**src/rtl/clock_ctrl_pkg.sv**
```systemverilog
// Shared types and constants for the digital clock mode/timekeeping controller.
package clock_ctrl_pkg;

  typedef enum logic [1:0] {
    RUN     = 2'd0,
    SET_HR  = 2'd1,
    SET_MIN = 2'd2,
    SET_SEC = 2'd3
  } mode_t;

  localparam int unsigned HR_W   = 5;
  localparam int unsigned MIN_W  = 6;
  localparam int unsigned SEC_W  = 6;

  localparam logic [HR_W-1:0]  HOUR_MAX   = 5'd23;
  localparam logic [MIN_W-1:0] MINSEC_MAX = 6'd59;

  localparam int unsigned REPEAT_HOLD_TICKS = 5;
  localparam int unsigned HOLD_W            = 3;

  function automatic mode_t next_mode(input mode_t m);
    case (m)
      RUN:     return SET_HR;
      SET_HR:  return SET_MIN;
      SET_MIN: return SET_SEC;
      default: return RUN;
    endcase
  endfunction

endpackage

```
**src/rtl/hms_counter.sv**
```systemverilog
// hh:mm:ss time registers: cascaded run increment or per-field no-carry edits.
module hms_counter
  import clock_ctrl_pkg::*;
(
  input  logic             clk,
  input  logic             rst_n,
  input  logic             run_tick,
  input  logic             inc_hr,
  input  logic             inc_min,
  input  logic             inc_sec,
  output logic [HR_W-1:0]  hour,
  output logic [MIN_W-1:0] minute,
  output logic [SEC_W-1:0] second,
  output logic             day_tick
);

  logic sec_wrap, min_wrap, hr_wrap;

  assign sec_wrap = (second == MINSEC_MAX);
  assign min_wrap = (minute == MINSEC_MAX);
  assign hr_wrap  = (hour == HOUR_MAX);

  always_ff @(posedge clk or negedge rst_n) begin
    if (!rst_n) begin
      hour     <= '0;
      minute   <= '0;
      second   <= '0;
      day_tick <= 1'b0;
    end else begin
      day_tick <= run_tick && sec_wrap && min_wrap && hr_wrap;
      if (run_tick) begin
        second <= sec_wrap ? '0 : second + 1'b1;
        if (sec_wrap) begin
          minute <= min_wrap ? '0 : minute + 1'b1;
          if (min_wrap)
            hour <= hr_wrap ? '0 : hour + 1'b1;
        end
      end else begin
        if (inc_hr)  hour   <= hr_wrap  ? '0 : hour + 1'b1;
        if (inc_min) minute <= min_wrap ? '0 : minute + 1'b1;
        if (inc_sec) second <= sec_wrap ? '0 : second + 1'b1;
      end
    end
  end

endmodule

```
**src/rtl/clock_mode_ctrl.sv**
```systemverilog
// RUN/SET mode FSM with field blink, SET-mode inactivity timeout and time registers.
// Optional HOLD_REPEAT_EN: auto-repeat increments while the increment key is held.
module clock_mode_ctrl
  import clock_ctrl_pkg::*;
#(
  parameter int unsigned TIMEOUT_S = 30,
  parameter int unsigned TO_W      = 6
) (
  input  logic             clk,
  input  logic             rst_n,
  input  logic             tick_1hz,
  input  logic             tick_5hz,
  input  logic             btn_mode,
  input  logic             btn_inc,
  input  logic             btn_inc_lvl,
  output logic [HR_W-1:0]  hour,
  output logic [MIN_W-1:0] minute,
  output logic [SEC_W-1:0] second,
  output logic [1:0]       mode,
  output logic             hr_vis,
  output logic             min_vis,
  output logic             sec_vis,
  output logic             day_tick
);

  localparam logic [TO_W:0] TO_LIM = (TO_W+1)'(TIMEOUT_S);

  mode_t           state, state_nx;
  logic [TO_W-1:0] to_cnt, to_nx;
  logic            blink_phase, blink_nx;
  logic            in_set, rep_inc, inc_ok, expire;

  assign in_set = (state != RUN);
  assign expire = (TIMEOUT_S != 0) && tick_1hz &&
                  (({1'b0, to_cnt} + 1'b1) == TO_LIM);

`ifdef HOLD_REPEAT_EN
  logic [HOLD_W-1:0] hold_cnt;

  assign rep_inc = in_set && btn_inc_lvl && tick_5hz &&
                   (hold_cnt == HOLD_W'(REPEAT_HOLD_TICKS));

  always_ff @(posedge clk or negedge rst_n) begin
    if (!rst_n)
      hold_cnt <= '0;
    else if (!in_set || !btn_inc_lvl)
      hold_cnt <= '0;
    else if (tick_5hz && hold_cnt != HOLD_W'(REPEAT_HOLD_TICKS))
      hold_cnt <= hold_cnt + 1'b1;
  end
`else
  logic unused_lvl;
  assign unused_lvl = btn_inc_lvl;
  assign rep_inc    = 1'b0;
`endif

  // btn_mode outranks both increments and timeout expiry; any accepted edit
  // clears the timeout and relights the field before the blink toggle applies.
  always_comb begin
    state_nx = state;
    to_nx    = to_cnt;
    blink_nx = blink_phase;
    inc_ok   = 1'b0;
    if (btn_mode) begin
      state_nx = next_mode(state);
      to_nx    = '0;
      blink_nx = 1'b1;
    end else if (in_set) begin
      if (btn_inc || rep_inc) begin
        inc_ok   = 1'b1;
        to_nx    = '0;
        blink_nx = 1'b1;
      end else begin
        if (tick_5hz)
          blink_nx = ~blink_phase;
        if (expire) begin
          state_nx = RUN;
          to_nx    = '0;
          blink_nx = 1'b1;
        end else if (tick_1hz && TIMEOUT_S != 0) begin
          to_nx = to_cnt + 1'b1;
        end
      end
    end
  end

  always_ff @(posedge clk or negedge rst_n) begin
    if (!rst_n) begin
      state       <= RUN;
      to_cnt      <= '0;
      blink_phase <= 1'b1;
      hr_vis      <= 1'b1;
      min_vis     <= 1'b1;
      sec_vis     <= 1'b1;
    end else begin
      state       <= state_nx;
      to_cnt      <= to_nx;
      blink_phase <= blink_nx;
      hr_vis      <= (state_nx == SET_HR)  ? blink_nx : 1'b1;
      min_vis     <= (state_nx == SET_MIN) ? blink_nx : 1'b1;
      sec_vis     <= (state_nx == SET_SEC) ? blink_nx : 1'b1;
    end
  end

  assign mode = state;

  hms_counter u_hms (
    .clk      (clk),
    .rst_n    (rst_n),
    .run_tick (tick_1hz && state == RUN),
    .inc_hr   (inc_ok && state == SET_HR),
    .inc_min  (inc_ok && state == SET_MIN),
    .inc_sec  (inc_ok && state == SET_SEC),
    .hour     (hour),
    .minute   (minute),
    .second   (second),
    .day_tick (day_tick)
  );

endmodule

```
**config.mk**
```make
export PLATFORM = sky130hd
export DESIGN_NAME = clock_mode_ctrl
export DESIGN_NICKNAME = d
export VERILOG_FILES = /design/src/rtl/clock_ctrl_pkg.sv /design/src/rtl/hms_counter.sv /design/src/rtl/clock_mode_ctrl.sv
export SDC_FILE = /design/constraint.sdc
export NUM_CORES = 1
export LEC_CHECK = 0
export ABC_AREA = 1
export BUFFER_PORTS_ARGS = -buffer_cell sky130_fd_sc_hd__buf_2
export CAP_MARGIN = 40
export CORE_MARGIN = 1.5
export CORE_UTILIZATION = 50
export DETAILED_ROUTE_END_ITERATION = 10
export GPL_TIMING_DRIVEN = 0
export PLACE_DENSITY = 0.77
export SLEW_MARGIN = 20
export SYNTH_ARGS = -nofsm -noshare
export SYNTH_HDL_FRONTEND = slang
export SYNTH_HIERARCHICAL = 1
export SYNTH_SLANG_ARGS = --single-unit
```
**constraint.sdc**
```tcl
create_clock -name clk -period 1.6 [get_ports clk]
set_input_delay 0.24 -clock clk [delete_from_list [all_inputs] [get_ports clk]]
set_output_delay 0.24 -clock clk [all_outputs]
set_load 0.01 [all_outputs]
```
==> flow_summary_export.csv, run 1 <==
group,metric,value,unit
outcome,status,"finished, final reports clean",
grt,grt_pass1_wl,6480,µm
clocking,clock_latency,290,ps
synthesis,ys_ff_latch,30,
synthesis,syn_nets,261,
synthesis,yosys_warnings,6,
detailed_routing,wirelength,4030,µm
detailed_routing,drt-initial-drc-count,108,
floorplanning,fp.dieW,63.9,µm
detailed_routing,drc,0,
worst_setup_path,cp_max_fo,3,
clocking,cts.sinks,30,
power,total_power,3.30,mW
finish,layout-drive-gt1-share,0.358,
timing,post-route-worst-setup-slack,43.7,ps
detailed_routing,ant_nets,0,
job,cap_violations,0,
clocking,cts_buffers,5,
timing,fin_setup_tns,0,ps
power,total_leakage_power,1.14,nW
synthesis,synth.avg_cell_area,7.57,µm²
clocking,cts_root_buf,"clkbuf_8",
timing,fin_crit_sh,0.973,
finish,syn_to_final_growth,28.1,%
timing,finClkSkew,9.37,ps
floorplanning,rows,21,
synthesis,synth_compound_area_frac,0.0492,
grt,grt_use_total,0.206,
synthesis,synthXorXnorAreaFrac,0.00944,
floorplanning,floorplan.initialDensity,0.539,
timing,setup_viol,0,
detailed_routing,vias,1712,
grt,grt_max_degree,31,
detailed_routing,vias_per_cell,5.05,
worst_setup_path,critPathLaunchType,"register",
grt,grt.overflow.total,0,
grt,grt_pass1_vias,1520,
worst_setup_path,cp.arrival,1740,ps
worst_hold_path,holdCritPathClass,"in -> reg",
synthesis,synthAdderAreaFrac,0.0607,
timing,worst_pin_slew,683,ps
synthesis,netlist_area,1860,µm²
synthesis,synth-main-ff-cell,"dfrtp_1",
worst_setup_path,worst-setup-path-type,"reg -> reg",
synthesis,ys_seq_area_frac,0.407,
grt,antenna_found_initial,0,
synthesis,async_flop_share,1.00,
synthesis,yosysUniqueCellTypes,27,
synthesis,yosys-mux-area-fraction,0,
placed_design,port_buffers,28,
placed_design,hpwl,2660,µm
clocking,htree_levels,2,
synthesis,synthesis.instances,245,
power,power_density,1390,nW/µm²
finish,antennaDiodeCount,0,
placed_design,dp_slack,-127,ps
floorplanning,die_area,4090,µm²
power,ir_drop,0.805,mV
finish,nNetsFinal,308,
synthesis,synth_top_family_by_area,"simple AND/OR/NAND/NOR gates",
synthesis,yosys.area_share.simple,0.393,
timing,finalHoldViolCount,0,
floorplanning,die_h,63.9,µm
timing,fmax,643,MHz
timing,min_period,1560,ps
clocking,clock_path_buffers,2,
detailed_routing,first_pass_iters,4,
worst_setup_path,cp.required,1780,ps
placed_design,place_congestion,0.822,
floorplanning,core,3440,µm²
clocking,clk_pin_slew,70,ps
timing,report.final.slew_viol_count,0,
clocking,cts_tree,"yes",
timing,rsz0062_at_grt,"yes",
worst_setup_path,crit_path_end_kind,"register",
synthesis,synth_edf_count,0,
floorplanning,ios,30,
detailed_routing,wl_per_cell,11.9,µm
timing,slew_headroom,0.545,
[path summary, 6_finish.rpt]
kind / from / to / slack (ps) / cells after the start
worst max-delay path: to_cnt[0] / mode[1] / 40 / 10
worst min-delay path: btn_inc / to_cnt[5] / 280 / 4
worst max register to register: to_cnt[0] / mode[1] / 40 / 10
worst min register to register: u_hms/second[1] / u_hms/second[1] / 540 / 2
max in group asynchronous: rst_n / mode[0] / 590 / 2
min in group asynchronous: rst_n / u_hms/minute[2] / 520 / 2
[worst max-delay path: stages, from the launching register on]
cell     delay, ps
dfrtp_2        440
ha_4           190
nand2_2         60
nand2_2         60
nor2_2          90
nand3_2         90
nor2_4         120
nand3_2        100
nand2_2        100
nand2_2         70
buf_4          140
[what timing repair did]
item                       4_1_cts  5_1_grt
setup endpoints to repair       19       25
hold buffers                     1        0
hold endpoints to repair         4        0
buffers inserted                 5        6
pin swaps                        6       19
gates resized for setup         12       22
[power by group]
part	internal (mW)	switching, mW
clock	0.350	0.283
combinational	0.621	0.866
sequential	0.961	0.220
total	1.93	1.37
[metal layers]
layer	track usage	vias up	part of all wire
li1	-	867	-
met1	0.243	795	0.44
met2	0.346	44	0.50
met3	0.0687	6	0.045
met4	0.0734	0	0.014
met5	0	-	0
[registers in the layout, indices dropped and copies added (netlist names)]
register,count
hr_vis,1
mode,2
u_hms/day_tick,1
to_cnt,6
u_hms/hour,5
sec_vis,1
u_hms/minute,6
blink_phase,1
min_vis,1
u_hms/second,6
[cell usage after synthesis, types with 2 or more instances]
library cell	number	share of area
nand2_4	2	0.012
nor2_1	20	0.040
nand3_1	19	0.051
dfrtp_1	26	0.35
nor2_2	5	0.017
nand4_1	3	0.010
ha_1	9	0.061
o21ai_0	3	0.0081
nand2_2	6	0.020
nand3b_1	2	0.0081
a21oi_1	9	0.024
nand2_1	75	0.15
o22ai_1	3	0.010
inv_2	5	0.010
nor3_1	3	0.0081
xor2_1	2	0.0094
nor3_2	2	0.011
dfstp_2	4	0.057
nand3_2	6	0.032
nor2_4	3	0.018
inv_1	32	0.065
[cell type report]
cell class	instances	area [µm²]
repair buffers	40	236
inverters	39	149
flip-flops and latches	30	758
multi-input cells	176	1080
fillers	275	1070
clock buffers	8	90.1
well taps	46	57.6
[through the flow]
step           instance area [µm²]  hold slack (ps)  utilization  instances
2_1_floorplan                 1860            -55.6            -        245
3_3_place_gp                  2060              315        0.598        319
3_5_place_dp                  2060              313        0.598        319
4_1_cts                       2250              274        0.653        333
5_1_grt                       2380              296        0.690        339
6_report                      2380              277        0.690        339
[layout by cell type, fill, tap and decap left out]
cell and instances:
nand2_1 67, buf_2 28, inv_1 27, dfrtp_1 24, nand3_1 18, nor2_1 18
nand2_2 13, inv_2 10, buf_4 10, a21oi_1 8, nand3_2 7, nor2_4 6
ha_1 6, clkbuf_8 6, nor2_2 4, dfstp_2 4, nand4_1 3, o21ai_0 3
nand2_4 3, nor3_1 3, ha_4 3, nand3b_1 2, o22ai_1 2, clkbuf_1 2
dfrtp_2 2, xor2_2 1, a21boi_0 1, nor4_4 1, a21oi_4 1, clkinv_1 1
o22ai_2 1, o21ai_1 1, dlygate4sd3_1 1, buf_6 1, nor3_2 1, nand3_4 1
nor3_4 1, xor2_1 1, inv_4 1
[logic make-up after synthesis]
logic type | after synthesis
buffers and inverters | 39
xor gates and xnor gates | 2
and+or+nand+nor | 148
AOI/OAI and AO/OA | 17
adders and majority gates | 9
DFF | 30
(Power assumes the default switching activity.)
==> run 2, diff against run 1 <==
Settings changed: PLACE_DENSITY 0.77 to 0.74.
Clock period 1.6 ns to 1.8 ns, I/O delays scaled along.
==> run 2 against run 1 <==
Compared with the run above:
- combinational power down 28%
- wire length down 8.5%
- sequential power down 10%
- first-iteration DRC count up 5.6%
- core utilization down 5.3 points
- fmax down 7.4%
- global-route usage down 0.20 points
- via count down 4.3%
- critical path type unchanged
==> flow_summary_export.csv, run 2 (synthesis gave the netlist of run 1 again) <==
group,metric,value,unit
detailed_routing,drc,0,
power,combPwrFrac,0.400,
clocking,htree_levels,2,
power,switching_share,0.415,
finish,nNetsFinal,299,
grt,grt.overflow.total,0,
clocking,clk_pin_slew,70,ps
detailed_routing,wl_per_cell,11.2,µm
timing,post-route-worst-setup-slack,119,ps
placed_design,port_buffers,28,
placed_design,placed_area,2050,µm²
worst_setup_path,worst-setup-path-type,"reg -> reg",
placed_design,place_congestion,0.789,
finish,fillers,308,
timing,finClkSkew,5.90,ps
detailed_routing,vias_per_cell,4.96,
worst_setup_path,critPathLaunchType,"register",
finish,syn_to_final_growth,18.1,%
timing,whs,20.6,ps
floorplanning,ios,30,
finish,reg_top3,"to_cnt: 6 flops, u_hms/minute: 6 flops, u_hms/second: 6 flops",
finish,antennaDiodeCount,0,
clocking,cts_buffers,5,
detailed_routing,drt-initial-drc-count,114,
timing,worst_pin_slew,675,ps
floorplanning,rows,21,
timing,fin_setup_tns,0,ps
power,p_int,1.58,mW
clocking,clock_path_buffers,2,
power,switchingPower,1.12,mW
floorplanning,core,3440,µm²
placed_design,hpwl,2600,µm
detailed_routing,vias,1638,
finish,layout_commonest_cell,"nand2_1",
worst_setup_path,cp.required,2000,ps
job,cap_violations,0,
finish,postLayoutCoreUtil,0.637,
outcome,status,"finished, final reports clean",
timing,report.final.slew_viol_count,0,
clocking,cts_tree,"yes",
timing,slew_headroom,0.550,
timing,min_period,1680,ps
finish,fin_cells,330,
grt,grt_pass1_vias,1570,
placed_design,place_inst,319,
clocking,cts.sinks,30,
floorplanning,floorplan.initialDensity,0.539,
grt,grt_pass1_wl,6580,µm
clocking,cts_root_buf,"clkbuf_8",
finish,layout-drive-gt1-share,0.271,
clocking,hold_buffers,0,
worst_hold_path,holdCritPathClass,"in -> async",
placed_design,dp_slack,-30.7,ps
power,power_density,1230,nW/µm²
detailed_routing,first_pass_iters,4,
floorplanning,fp.dieW,63.9,µm
timing,fmax,595,MHz
worst_setup_path,crit_path_end_kind,"register",
worst_setup_path,cp.arrival,1880,ps
power,total_leakage_power,1.09,nW
power,ir_drop,0.855,mV
timing,fin_crit_sh,0.934,
power,seqPwrFrac,0.392,
floorplanning,die_area,4090,µm²
power,total_power,2.70,mW
grt,antenna_found_initial,0,
finish,most-common-layout-cells,"nand2_1, inv_1, buf_2",
finish,fin_area,2190,µm²
detailed_routing,ant_nets,0,
timing,setup_viol,0,
grt,grt_max_degree,31,
timing,rsz0062_at_grt,"yes",
detailed_routing,wirelength,3680,µm
floorplanning,die_h,63.9,µm
clocking,clock_latency,280,ps
timing,finalHoldViolCount,0,
worst_setup_path,cp_max_fo,8,
power,clock_power_share,0.209,
grt,grt_use_total,0.204,
==> run 2: cell types whose count changed in the layout (fill, tap and decap cells not counted), sizes merged <==
cell	change
buf	-8
clkbuf	-1
clkinv	+1
dlygate4sd3	-1
==> run 2: final timing paths <==
path | start | endpoint | slack (ps) | cells past startpoint
max | to_cnt[0] | min_vis | 120 | 8
max reg2reg | to_cnt[0] | min_vis | 120 | 8
min | rst_n | u_hms/second[1] | 20 | 1
min reg2reg | u_hms/hour[4] | u_hms/hour[4] | 550 | 2
min in group clk | btn_inc | to_cnt[5] | 320 | 4
max in group asynchronous | rst_n | to_cnt[0] | 1300 | 1
==> run 2: final cells by class <==
cell class,instances,area (µm²),area share
Multi-Input combinational cell,176,975,0.445
Sequential cell,30,757,0.345
Timing Repair Buffer,31,163,0.0742
Inverter,39,149,0.0679
Clock buffer,7,86.3,0.0394
Tap cell,46,57.6,0.0263
Clock inverter,1,5.00,0.00228
==> run 2: repair_timing <==
action | 4_1_cts | 5_1_grt
setup buffers | 1 | 2
setup endpoints to repair | 1 | 26
resized for setup | 0 | 7
cloned | 0 | 0
==> run 2: power by group through the flow <==
stage | Clock (mW) | Combinational, mW | Sequential (mW)
floorplan | 0 | 0.626 | 1.11
global placement | 0 | 0.947 | 1.07
global route | 0.610 | 1.24 | 1.09
CTS | 0.583 | 1.01 | 1.05
detailed placement | 0 | 0.973 | 1.08
finish | 0.563 | 1.08 | 1.06
==> run 2: metal layers <==
metal,routed length (µm),global-route usage,share of wire,vias to the layer above
met4,57,0.0897,0.015,0
met2,1700,0.333,0.46,38
met1,1780,0.259,0.48,745
met5,0,0,0,-
li1,-,-,-,846
met3,148,0.0423,0.040,9
==> run 2: worst max-delay path, cell delays in order (launching register included) <==
cell	delay, ps
dfrtp_2	460
ha_1	250
nand3_1	100
xor2_1	290
nor2_4	90
nand3_2	90
nand2_2	70
a21oi_1	190
nand2_1	70
==> run 3, diff against run 2 <==
Settings changed: CELL_PAD_IN_SITES_DETAIL_PLACEMENT set to 0, CELL_PAD_IN_SITES_GLOBAL_PLACEMENT set to 1, CORE_UTILIZATION 50 to 44, PLACE_DENSITY 0.74 to 0.86.
==> run 3 against run 2 <==
Compared with the run above:
- first-iteration DRC count is 33% lower
- cell area rose by 0.69%
- die area up 13%
- via count decreased by 2.4%
- power down 0.39%
- core utilization decreased by 8.9 points
- combinational power about the same
==> flow_summary_export.csv, run 3 (synthesis gave the netlist of run 1 again) <==
group,metric,value,unit
timing,finClkSkew,7.48,ps
timing,report.final.slew_viol_count,0,
grt,grt.overflow.total,0,
detailed_routing,drc,0,
timing,fmax,617,MHz
clocking,cts_buffers,5,
clocking,clk_pin_slew,70,ps
worst_setup_path,worst-setup-path-type,"reg -> reg",
power,total_leakage_power,1.09,nW
detailed_routing,vias_per_cell,4.78,
worst_setup_path,cp_max_fo,5,
detailed_routing,wl_per_cell,10.7,µm
detailed_routing,vias,1598,
finish,postLayoutCoreUtil,0.548,
finish,layout-drive-gt1-share,0.271,
timing,setup_viol,0,
worst_setup_path,crit_path_end_kind,"register",
worst_setup_path,max_stage_delay,430,ps
timing,fin_crit_sh,0.900,
floorplanning,core,4030,µm²
timing,worst_pin_slew,657,ps
detailed_routing,wirelength,3580,µm
finish,syn_to_final_growth,18.9,%
placed_design,port_buffers,28,
job,cap_violations,0,
clocking,htree_levels,2,
finish,nNetsFinal,299,
placed_design,place_congestion,0.802,
clocking,clock_path_buffers,2,
timing,min_period,1620,ps
worst_hold_path,holdCritPathClass,"in -> async",
floorplanning,ios,30,
timing,post-route-worst-setup-slack,179,ps
finish,layout_commonest_cell,"nand2_1",
floorplanning,die_h,67.9,µm
detailed_routing,drt-initial-drc-count,76,
worst_setup_path,cp.arrival,1810,ps
timing,finalHoldViolCount,0,
floorplanning,die_area,4620,µm²
finish,reg_top3,"to_cnt: 6 flops, u_hms/minute: 6 flops, u_hms/second: 6 flops",
worst_setup_path,slowest_stage,"dfrtp_2",
grt,antenna_found_initial,0,
clocking,cts_root_buf,"clkbuf_8",
grt,grt_max_degree,31,
finish,most-common-layout-cells,"nand2_1, inv_1, buf_2",
power,ir_drop,0.809,mV
clocking,clock_latency,280,ps
timing,rsz0062_at_grt,"no",
timing,slew_headroom,0.562,
placed_design,hpwl,2610,µm
worst_setup_path,cp.required,1990,ps
clocking,cts_tree,"yes",
grt,grt_pass1_wl,5820,µm
outcome,status,"finished, final reports clean",
floorplanning,fp.dieW,67.9,µm
detailed_routing,first_pass_iters,4,
grt,grt_use_total,0.168,
floorplanning,rows,23,
placed_design,dp_slack,-34.7,ps
clocking,cts.sinks,30,
worst_setup_path,critPathLaunchType,"register",
worst_setup_path,crit_chain,"ha_1, nand3_1, xor2_1, nor2_4, nand2_1, nand3b_1, o21ai_1",
finish,fillers,400,
clocking,hold_buffers,0,
worst_setup_path,ff2ff_path_depth,7,
detailed_routing,ant_nets,0,
grt,grt_pass1_vias,1346,
power,power_density,1220,nW/µm²
floorplanning,floorplan.initialDensity,0.461,
timing,fin_setup_tns,0,ps
finish,antennaDiodeCount,0,
==> run 3: final cells by class <==
type / count / area [µm²] / area share
multi-input cells: 176 / 985 / 0.446
flip-flops and latches: 30 / 757 / 0.343
repair buffers: 31 / 163 / 0.0737
inverters: 39 / 149 / 0.0675
clock buffers: 7 / 86.3 / 0.0391
well taps: 50 / 62.6 / 0.0283
clock inverters: 1 / 5.00 / 0.00227
==> run 3: metal layers <==
metal,up-vias,GRT usage,share of wire
met5,-,0,0
met3,4,0.0444,0.039
met2,32,0.267,0.44
met1,715,0.228,0.52
li1,847,-,-
met4,0,0.0450,0.0070
==> run 3: through the flow <==
step / power, mW / hold WS (ps) / area, µm² / cells
2_1_floorplan: 1.74 / -25.6 / 1860 / 245
3_3_place_gp: 2.03 / 354 / 2060 / 323
3_5_place_dp: 2.04 / 348 / 2060 / 323
4_1_cts: 2.62 / 46.0 / 2160 / 332
5_1_grt: 2.95 / 70.5 / 2210 / 334
6_report: 2.69 / 18.1 / 2210 / 334
==> run 3: path summary, 6_finish.rpt <==
check / endpoint / slack (ps) / from
worst max-delay path: to_cnt[4] / 180 / to_cnt[0]
worst min register to register: u_hms/second[1] / 540 / u_hms/second[1]
max in group asynchronous: to_cnt[0] / 1310 / rst_n
min in group clk: to_cnt[5] / 320 / btn_inc
worst max register to register: to_cnt[4] / 180 / to_cnt[0]
worst min-delay path: u_hms/second[5] / 20 / rst_n
==> run 3: where the power goes <==
group	total, mW	leakage [nW]	switching [mW]	internal (mW)
Sequential	1.05	0.380	0.194	0.851
Combinational	1.09	0.666	0.657	0.435
Clock	0.549	0.0482	0.241	0.308
Total	2.69	1.09	1.09	1.59
==> run 3: worst max-delay path: cells and delay by family, from the launching register on <==
family,cells,cell delay (ps)
flops,1,430
xor+xnor,1,280
compound gates,1,170
fa+ha+maj,1,230
simple gates,4,430
==> run 3: what timing repair did <==
| item | in CTS | in global routing |
|---|---|---|
| gates resized for setup | 0 | 8 |
| pin swaps | 0 | 1 |
| setup buffers | 1 | 2 |
| setup endpoints to repair | 3 | 22 |
